**src/rtl/rgb_pkg.sv**
```systemverilog
// rgb_pkg: colour code and RGB word types shared by the lookup arbiter and the RGB converter
package rgb_pkg;
  localparam int COLOUR_W = 3;
  localparam int RGB_W = 24;
  typedef logic [COLOUR_W-1:0] colour_t;
  typedef logic [RGB_W-1:0] rgb_t;
  localparam colour_t BLACK = 3'd0;
  localparam colour_t BLUE = 3'd1;
  localparam colour_t GREEN = 3'd2;
  localparam colour_t CYAN = 3'd3;
  localparam colour_t RED = 3'd4;
  localparam colour_t MAGENTA = 3'd5;
  localparam colour_t YELLOW = 3'd6;
  localparam colour_t WHITE = 3'd7;
endpackage

```
**src/rtl/rgb_lookup_arbiter_rr_arbiter.sv**
```systemverilog
// rr_arbiter: one-hot round-robin grant searching from the requester after the last grant
module rr_arbiter
  import rgb_pkg::*;
#(
  parameter int N = 2
) (
  input  logic         clk,
  input  logic         rst,
  input  logic [N-1:0] req,
  input  logic         ack_update,
  output logic [N-1:0] grant
);
  localparam int PW = N > 1 ? $clog2(N) : 1;
  logic [PW-1:0] last;
  int idx;
  always_comb begin
    grant = '0;
    idx = 0;
    for (int k = N; k >= 1; k--) begin
      idx = int'(last) + k;
      idx = idx >= N ? idx - N : idx;
      if (req[PW'(idx)]) grant = N'(1) << idx;
    end
  end
  always_ff @(posedge clk or posedge rst)
    if (rst) last <= PW'(N - 1);
    else if (ack_update)
      for (int i = 0; i < N; i++)
        if (grant[i]) last <= PW'(i);
endmodule

```
**src/rtl/rgb_lookup_arbiter.sv**
```systemverilog
// rgb_lookup_arbiter: round-robin sharing of the colour ROM with tagged responses; RGB_ARB_PERF_EN adds grant counters
module rgb_lookup_arbiter
  import rgb_pkg::*;
#(
  parameter int N_REQ = 2,
  parameter int ROM_LAT = 1,
  parameter int ID_W = 1
) (
  input  logic                      clk,
  input  logic                      rst,
  input  logic [N_REQ-1:0]          req_valid,
  input  logic [COLOUR_W*N_REQ-1:0] req_colour,
  output logic [N_REQ-1:0]          req_ready,
  output logic                      rom_en,
  output logic [COLOUR_W-1:0]       rom_addr,
  input  logic [RGB_W-1:0]          rom_rgb,
  output logic [N_REQ-1:0]          rsp_valid,
  output logic [ID_W-1:0]           rsp_id,
  output logic [RGB_W-1:0]          rsp_rgb
`ifdef RGB_ARB_PERF_EN
  ,
  input  logic                      perf_clr,
  output logic [16*N_REQ-1:0]       grant_cnt
`endif
);
  logic [ID_W-1:0] gid;
  logic [ROM_LAT-1:0] pv;
  logic [ID_W-1:0] pid [ROM_LAT];
  rr_arbiter #(.N(N_REQ)) u_arb (
    .clk(clk),
    .rst(rst),
    .req(req_valid),
    .ack_update(rom_en),
    .grant(req_ready)
  );
  assign rom_en = |req_ready;
  always_comb begin
    gid = '0;
    rom_addr = '0;
    for (int i = 0; i < N_REQ; i++)
      if (req_ready[i]) begin
        gid = ID_W'(i);
        rom_addr = req_colour[COLOUR_W*i +: COLOUR_W];
      end
  end
  always_ff @(posedge clk or posedge rst)
    if (rst) begin
      pv <= '0;
      for (int i = 0; i < ROM_LAT; i++) pid[i] <= '0;
    end else begin
      pv[0] <= rom_en;
      pid[0] <= gid;
      for (int i = 1; i < ROM_LAT; i++) begin
        pv[i] <= pv[i-1];
        pid[i] <= pid[i-1];
      end
    end
  always_ff @(posedge clk or posedge rst)
    if (rst) begin
      rsp_valid <= '0;
      rsp_id <= '0;
      rsp_rgb <= '0;
    end else begin
      rsp_valid <= pv[ROM_LAT-1] ? N_REQ'(1) << pid[ROM_LAT-1] : '0;
      if (pv[ROM_LAT-1]) begin
        rsp_id <= pid[ROM_LAT-1];
        rsp_rgb <= rom_rgb;
      end
    end
`ifdef RGB_ARB_PERF_EN
  for (genvar g = 0; g < N_REQ; g++) begin : g_cnt
    always_ff @(posedge clk or posedge rst)
      if (rst) grant_cnt[16*g +: 16] <= '0;
      else if (perf_clr) grant_cnt[16*g +: 16] <= '0;
      else if (req_valid[g] && req_ready[g] && grant_cnt[16*g +: 16] != 16'hFFFF)
        grant_cnt[16*g +: 16] <= grant_cnt[16*g +: 16] + 16'd1;
  end
`endif
endmodule

```
**config.mk**
```make
export PLATFORM = sky130hd
export DESIGN_NAME = rgb_lookup_arbiter
export DESIGN_NICKNAME = d
export VERILOG_FILES = /design/src/rtl/rgb_pkg.sv /design/src/rtl/rgb_lookup_arbiter_rr_arbiter.sv /design/src/rtl/rgb_lookup_arbiter.sv
export SDC_FILE = /design/constraint.sdc
export NUM_CORES = 1
export LEC_CHECK = 0
export BUFFER_PORTS_ARGS = -buffer_cell sky130_fd_sc_hd__clkbuf_2
export CAP_MARGIN = 10
export CORE_MARGIN = 4
export CORE_UTILIZATION = 40
export DETAILED_ROUTE_END_ITERATION = 8
export GPL_TIMING_DRIVEN = 0
export PLACE_DENSITY_LB_ADDON = 0.2
export SYNTH_ARGS = -nofsm -noshare
export SYNTH_HDL_FRONTEND = slang
export SYNTH_HIERARCHICAL = 1
export SYNTH_SLANG_ARGS = --single-unit
```
**constraint.sdc**
```tcl
create_clock -name clk -period 1.43 [get_ports clk]
set_input_delay 0.0715 -clock clk [delete_from_list [all_inputs] [get_ports clk]]
set_output_delay 0.0715 -clock clk [all_outputs]
set_load 0.05 [all_outputs]
```
==> metrics.yaml, run 1 <==
outcome: "complete, but fails checks"
violations: "negative setup slack"
setup_violations: 4
antenna_found_initial: 0
grt_pass1_vias: 1018
tritoncts: "done"
ant_nets: 0
final_max_slew_viol_count: 0
dieArea_mm2: 0.00404
max-vdd-ir-drop_mv: 1.40
tightestPinTransition_ns: 0.286
grt_pass1_wl_mm: 4.71
combPwrFrac_pct: 60.9
yosysSeqAreaShare_pct: 60.8
hold_slack_ns: 0.190
area_growth_pct: 69.7
syn_area_mm2: 0.00124
htreeDepth: 2
critPathLaunchType: "flop"
ff2ff_setup_slack_ns: 0.20
via_per_inst: 4.64
syn-num-nets: 107
critPathMaxStageDelay_ns: 0.59
clockBufferDepth: 2
min_from: "req_valid[0]"
start_util_pct: 43.3
grt_max_degree: 30
drtIter0Drc: 21
path_cells: "and2_4 > nor2b_4 > a22o_4 > buf_8"
cp-end-kind: "primary output"
p_switching_mw: 2.67
leakage_nw: 1.09
p_int_mw: 2.86
die_h_um: 63.6
slew_headroom_pct: 80.9
p_seq_share_pct: 27.3
pin_count: 67
cts-buffers-inserted: 5
setup_tns_ns: -0.519
critPathRequiredTime_ns: 1.36
yosysWarnings: 6
portBuffers: 65
min_path_cells: 3
core-area_mm2: 0.00285
die_w_um: 63.6
antennaDiodeCount: 0
fin_nets: 209
path_clk_slew_ns: 0.09
fin_crit_ns: 1.59
hold_path_class: "input port to flop"
dp_hpwl_mm: 1.82
core.rowCount: 19
power_frac_clock_pct: 11.9
max_cap_violations: 0
fmax_mhz: 630
place.gp.congestion: 0.674
p_per_area_mw_per_mm2: 2630
first_pass_iters: 3
insertion_delay_ns: 0.33
dp_slack_ns: 0.0657
synthCells: 73
postPlaceCellArea_mm2: 0.00163
worstSetupPathType: "flop to primary output"
drive_gt1_share_pct: 64.2
crit_slowest_cell: "dfstp_2"
fillerInstances: 207
grt.total_usage_pct: 15.4
clockRootBuffer: "clkbuf_4"
final_design_area_no_fill_mm2: 0.00210
worstRegToRegCells: 4
finalHoldViolCount: 0
avgSynthCellArea_um2: 16.9
worstHoldEndpoint: "pv$_DFF_PP0_"
drc: 0
clock_skew_ns: 0.00641
rsz0062_at_grt: "true"
wire_per_inst_um: 14.1
cts.sinks: 30
ys_ff_latch: 30
switching_share_pct: 48.3
stdcell_count: 207
fin_ws_ns: -0.158
synth_cell_types: 16
num_vias: 961
arrival_ns: 1.52
place_inst: 169
period_share_pct: 111
routed_wl_mm: 2.91
r2r-end: "u_arb/last$_DFFE_PP1P_"
grt-ovfl-total: 0
timing.rr.start: "u_arb/last$_DFFE_PP1P_"
worstPathMaxFanout: 4
## through the flow
step	power, mW	util (%)
CTS	5.47	71.0
global route	5.78	73.6
floorplan	4.00	-
detailed placement	4.62	57.0
finish	5.53	73.6
global placement	4.58	57.0
## power by group through the flow
stage                     Clock (mW)  Sequential, mW  Combinational (mW)
after floorplan                    0            2.85                1.14
after global placement             0            1.49                3.09
after detailed placement           0            1.52                3.10
after CTS                      0.673            1.50                3.29
after global routing           0.704            1.57                3.50
final                          0.655            1.51                3.36
## cells in the final DEF, fill, tap and decap left out, drive strengths merged
cell type    count
nand2            3
mux2            25
dlygate4sd3     26
and2             2
or2              1
buf             11
o21ai            1
bufinv           1
dfrtp           29
a22o             2
clkbuf          66
clkinv           2
inv              2
nor2b            3
dfstp            1
xnor2            1
## routing by layer
metal  GRT usage, %  up-vias  part of all wire, %
met3           6.39        6                  9.6
li1               -      453                    -
met2           28.3       45                   54
met5              0        -                    0
met1           15.1      457                   35
met4           6.47        0                  1.6
## what timing repair did
item,CTS,global route
pin swaps,3,2
endpoints found under the setup margin,4,6
hold buffers,26,0
setup buffers,1,2
resized for setup,11,12
endpoints found under the hold margin,26,0
## logic make-up (layout without fill, tap and decap cells)
| group | Yosys count | after routing | synth area share (%) |
|---|---|---|---|
| multiplexers | 25 | 25 | 28.2 |
| flip-flops | 30 | 30 | 60.8 |
| buffers and inverters | 5 | 108 | 4.35 |
| XOR/XNOR | 1 | 1 | 0.709 |
| AND/OR/NAND/NOR | 9 | 9 | 4.05 |
| AO/OA/AOI/OAI | 3 | 3 | 1.82 |
## registers in the layout, indices dropped and copies added (netlist names)
register and count:
rsp_rgb 24, rsp_valid 2, pid 1, pv 1, rsp_id 1, u_arb/last 1
## Yosys cell counts
library cell,number,share of area (%)
a22o_1,2,1.4
and2_1,1,0.51
and2_2,1,0.61
buf_12,1,1.6
buf_6,1,0.91
buf_8,1,1.2
dfrtp_1,29,59
dfstp_2,1,2.1
inv_1,2,0.61
mux2_2,7,6.4
mux2_4,18,22
nand2_1,3,0.91
nor2b_1,3,1.5
o21ai_0,1,0.40
or2_2,1,0.51
xnor2_1,1,0.71
## worst max-delay path, delay by kind of cell, from the launching register on
kind	cells	cell delay, ns
buffers and inverters	1	0.13
DFF	1	0.59
AOI/OAI and AO/OA	1	0.13
and+or+nand+nor	2	0.34
## area by class of cell
type / instances / area [µm²] / share of cell area [%]
timing repair buffer: 95 / 698 / 33.3
buffer: 3 / 46.3 / 2.21
multi-input combinational: 38 / 478 / 22.8
inverter: 2 / 7.51 / 0.358
tap: 31 / 38.8 / 1.85
sequential: 30 / 752 / 35.8
clock inverter: 3 / 40.0 / 1.91
clock buffer: 5 / 37.5 / 1.79
## worst max path at each step
stage / slack, ns / end / cells past startpoint / start
after global routing: -0.22 / rom_addr[1] / 4 / u_arb/last$_DFFE_PP1P_
after detailed placement: 0.07 / rom_addr[2] / 4 / u_arb/last$_DFFE_PP1P_
final: -0.16 / rom_addr[1] / 4 / u_arb/last$_DFFE_PP1P_
after global placement: 0.07 / rom_addr[2] / 4 / u_arb/last$_DFFE_PP1P_
after CTS: -0.16 / rom_addr[1] / 4 / u_arb/last$_DFFE_PP1P_
after floorplan: 0.07 / rom_addr[1] / 3 / u_arb/last$_DFFE_PP1P_
No activity file was read; power rests on OpenSTA's default activity.
==> run 2: changes to the inputs <==
--- a/config.mk
+++ b/config.mk
@@ -7,11 +7,12 @@
 export LEC_CHECK = 0
 export BUFFER_PORTS_ARGS = -buffer_cell sky130_fd_sc_hd__clkbuf_2
 export CAP_MARGIN = 10
+export CORE_ASPECT_RATIO = 0.8
 export CORE_MARGIN = 4
-export CORE_UTILIZATION = 40
+export CORE_UTILIZATION = 39
 export DETAILED_ROUTE_END_ITERATION = 8
 export GPL_TIMING_DRIVEN = 0
-export PLACE_DENSITY_LB_ADDON = 0.2
+export PLACE_DENSITY = 0.73
 export SYNTH_ARGS = -nofsm -noshare
 export SYNTH_HDL_FRONTEND = slang
 export SYNTH_HIERARCHICAL = 1
==> constraint.sdc (replaced) <==
create_clock -name clk -period 1.4 [get_ports clk]
set_input_delay 0.07 -clock clk [delete_from_list [all_inputs] [get_ports clk]]
set_output_delay 0.07 -clock clk [all_outputs]
set_load 0.05 [all_outputs]
==> metrics.yaml, run 2 (synthesized netlist as in run 1, its figures left out) <==
wire_per_inst_um: 14.7  # was 14.1 µm
htreeDepth: 2  # unchanged
timing.rr.start: "u_arb/last$_DFFE_PP1P_"  # unchanged
via_per_inst: 4.62  # was 4.64
arrival_ns: 1.47  # was 1.52 ns
area_growth_pct: 54.5  # was 69.7%
tightestPinTransition_ns: 0.602  # was 0.286 ns
die_w_um: 70.9  # was 63.6 µm
worstHoldEndpoint: "rsp_rgb[9]$_DFFE_PP0P_"  # was pv$_DFF_PP0_
critPathLaunchType: "flop"  # unchanged
core.rowCount: 17  # was 19
most-common-layout-cells: "clkbuf_2 (59), dfrtp_1 (29), mux2_4 (18)"  # was clkbuf_2 (59), dfrtp_1 (29), dlygate4sd3_1 (26)
core-area_mm2: 0.00289  # was 0.00285 mm²
drc: 0  # unchanged
fin_nets: 184  # was 209
crit_slowest_cell: "dfstp_2"  # unchanged
grt_pass1_vias: 958  # was 1,018
cp-end-kind: "primary output"  # unchanged
pin_count: 67  # unchanged
cts.sinks: 30  # unchanged
ant_nets: 0  # unchanged
critPathMaxStageDelay_ns: 0.58  # was 0.59 ns
clock_skew_ns: 0.00392  # was 0.00641 ns
top_register: "rsp_rgb"  # unchanged
ff2ff_setup_slack_ns: 0.06  # was 0.20 ns
insertion_delay_ns: 0.28  # was 0.33 ns
cts-buffers-inserted: 5  # unchanged
max_cap_violations: 0  # unchanged
worstRegToRegCells: 5  # was 4
grt_max_degree: 30  # unchanged
rsz0062_at_grt: "true"  # unchanged
dp_hpwl_mm: 1.88  # was 1.82 mm
min_path_cells: 2  # was 3
place.gp.congestion: 0.742  # was 0.674
period_share_pct: 110
num_vias: 874  # was 961
first_pass_iters: 4  # was 3
tritoncts: "done"  # unchanged
grt.total_usage_pct: 14.3  # was 15.4%
antenna_found_initial: 0  # unchanged
routed_wl_mm: 2.78  # was 2.91 mm
drive_gt1_share_pct: 75.5  # was 64.2%
dieArea_mm2: 0.00414  # was 0.00404 mm²
fin_ws_ns: -0.139  # was -0.158 ns
hold_path_class: "input port to flop"  # unchanged
critPathRequiredTime_ns: 1.33  # was 1.36 ns
setup_violations: 5  # was 4
slew_headroom_pct: 59.8  # was 80.9%
top_regs: "rsp_rgb x24, rsp_valid x2"  # unchanged
finalHoldViolCount: 0  # unchanged
outcome: "complete, but fails checks"  # unchanged
start_util_pct: 42.7  # was 43.3%
worstPathMaxFanout: 3  # was 4
fmax_mhz: 650
path_clk_slew_ns: 0.06  # was 0.09 ns
min_from: "rom_rgb[9]"  # was req_valid[0]
drtIter0Drc: 40  # was 21
die_h_um: 58.4  # was 63.6 µm
worstSetupPathType: "flop to primary output"  # unchanged
largest_reg_flops: 24  # unchanged
final_max_slew_viol_count: 0  # unchanged
clockBufferDepth: 2  # unchanged
portBuffers: 65  # unchanged
fin_crit_ns: 1.54
grt_pass1_wl_mm: 4.44  # was 4.71 mm
layout.cells.most_common: "clkbuf_2"  # unchanged
clockRootBuffer: "clkbuf_8"  # was clkbuf_4
r2r-end: "u_arb/last$_DFFE_PP1P_"  # unchanged
grt-ovfl-total: 0  # unchanged
path_cells: "and2_4 > nor2b_4 > a22o_4 > clkbuf_16"  # was and2_4 > nor2b_4 > a22o_4 > buf_8
setup_tns_ns: -0.465  # was -0.519 ns
antennaDiodeCount: 0  # unchanged
violations: "negative setup slack"  # unchanged
-- run 2: cell types whose count changed in the layout (fill, tap and decap cells not counted), sizes merged --
| cell | change |
|---|---|
| clkbuf | +1 |
| bufinv | +1 |
| clkinv | -2 |
| dlygate4sd3 | -25 |
| clkinvlp | +1 |
| inv | -1 |
-- run 2: routing by layer --
layer / share of wire (%) / vias to the layer above / wire length, µm / GRT usage, %
met1: 41 / 411 / 1140 / 16.5
met4: 1.8 / 0 / 50 / 7.24
met2: 44 / 54 / 1220 / 22.2
met5: 0 / - / 0 / 0
li1: - / 403 / - / -
met3: 13 / 6 / 360 / 7.00
-- run 2: worst max-delay path, delay by kind of cell, from the launching register on --
| kind | cells | cell delay [ns] |
|---|---|---|
| AO/OA/AOI/OAI | 1 | 0.13 |
| AND/OR/NAND/NOR | 2 | 0.33 |
| buffers and inverters | 1 | 0.15 |
| flip-flops | 1 | 0.58 |
-- run 2: area by class of cell --
class,count,area [µm²]
clock buffers,6,82.6
clock inverters,2,60.1
fillers,218,983
flip-flops and latches,30,752
repair buffers,70,432
plain buffers,3,46.3
well taps,38,47.5
inverters,2,11.3
multi-input cells,38,478
-- run 2: timing repair --
| action | 4_1_cts | 5_1_grt |
|---|---|---|
| buffers inserted | 2 | 2 |
| cloned | 0 | 0 |
| hold endpoints to repair | 1 | 0 |
| pin swaps | 1 | 2 |
| setup endpoints to repair | 4 | 35 |
| hold buffers | 1 | 0 |
| gates resized for setup | 12 | 11 |
-- run 2: worst max path at each step --
| stage | slack, ns | to | cells past startpoint | startpoint |
|---|---|---|---|---|
| 2_1_floorplan | 0.04 | rom_addr[1] | 3 | u_arb/last$_DFFE_PP1P_ |
| 3_5_place_dp | 0.02 | rom_addr[1] | 4 | u_arb/last$_DFFE_PP1P_ |
| 6_report | -0.14 | rom_addr[1] | 4 | u_arb/last$_DFFE_PP1P_ |
| 5_1_grt | -0.19 | rom_addr[1] | 4 | u_arb/last$_DFFE_PP1P_ |
| 3_3_place_gp | 0.05 | rom_addr[2] | 4 | u_arb/last$_DFFE_PP1P_ |
| 4_1_cts | -0.14 | rom_addr[1] | 4 | u_arb/last$_DFFE_PP1P_ |
-- run 2: per-stage QoR --
step | utilization (%) | setup WS, ns | std cells | hold slack (ns) | area [µm²]
after floorplan | - | 0.0393 | 73 | -0.0403 | 1260
after global placement | 56.5 | 0.0464 | 176 | 0.0601 | 1630
after detailed placement | 56.5 | 0.0227 | 176 | 0.0776 | 1630
after CTS | 64.2 | -0.136 | 187 | 0.00614 | 1860
after global routing | 66.0 | -0.187 | 189 | 0.000297 | 1910
final | 66.0 | -0.139 | 189 | 0.0163 | 1910
Power of run 2 is not shown: default switching activity piles up to over one toggle a cycle in this logic, so the estimate is an artifact.
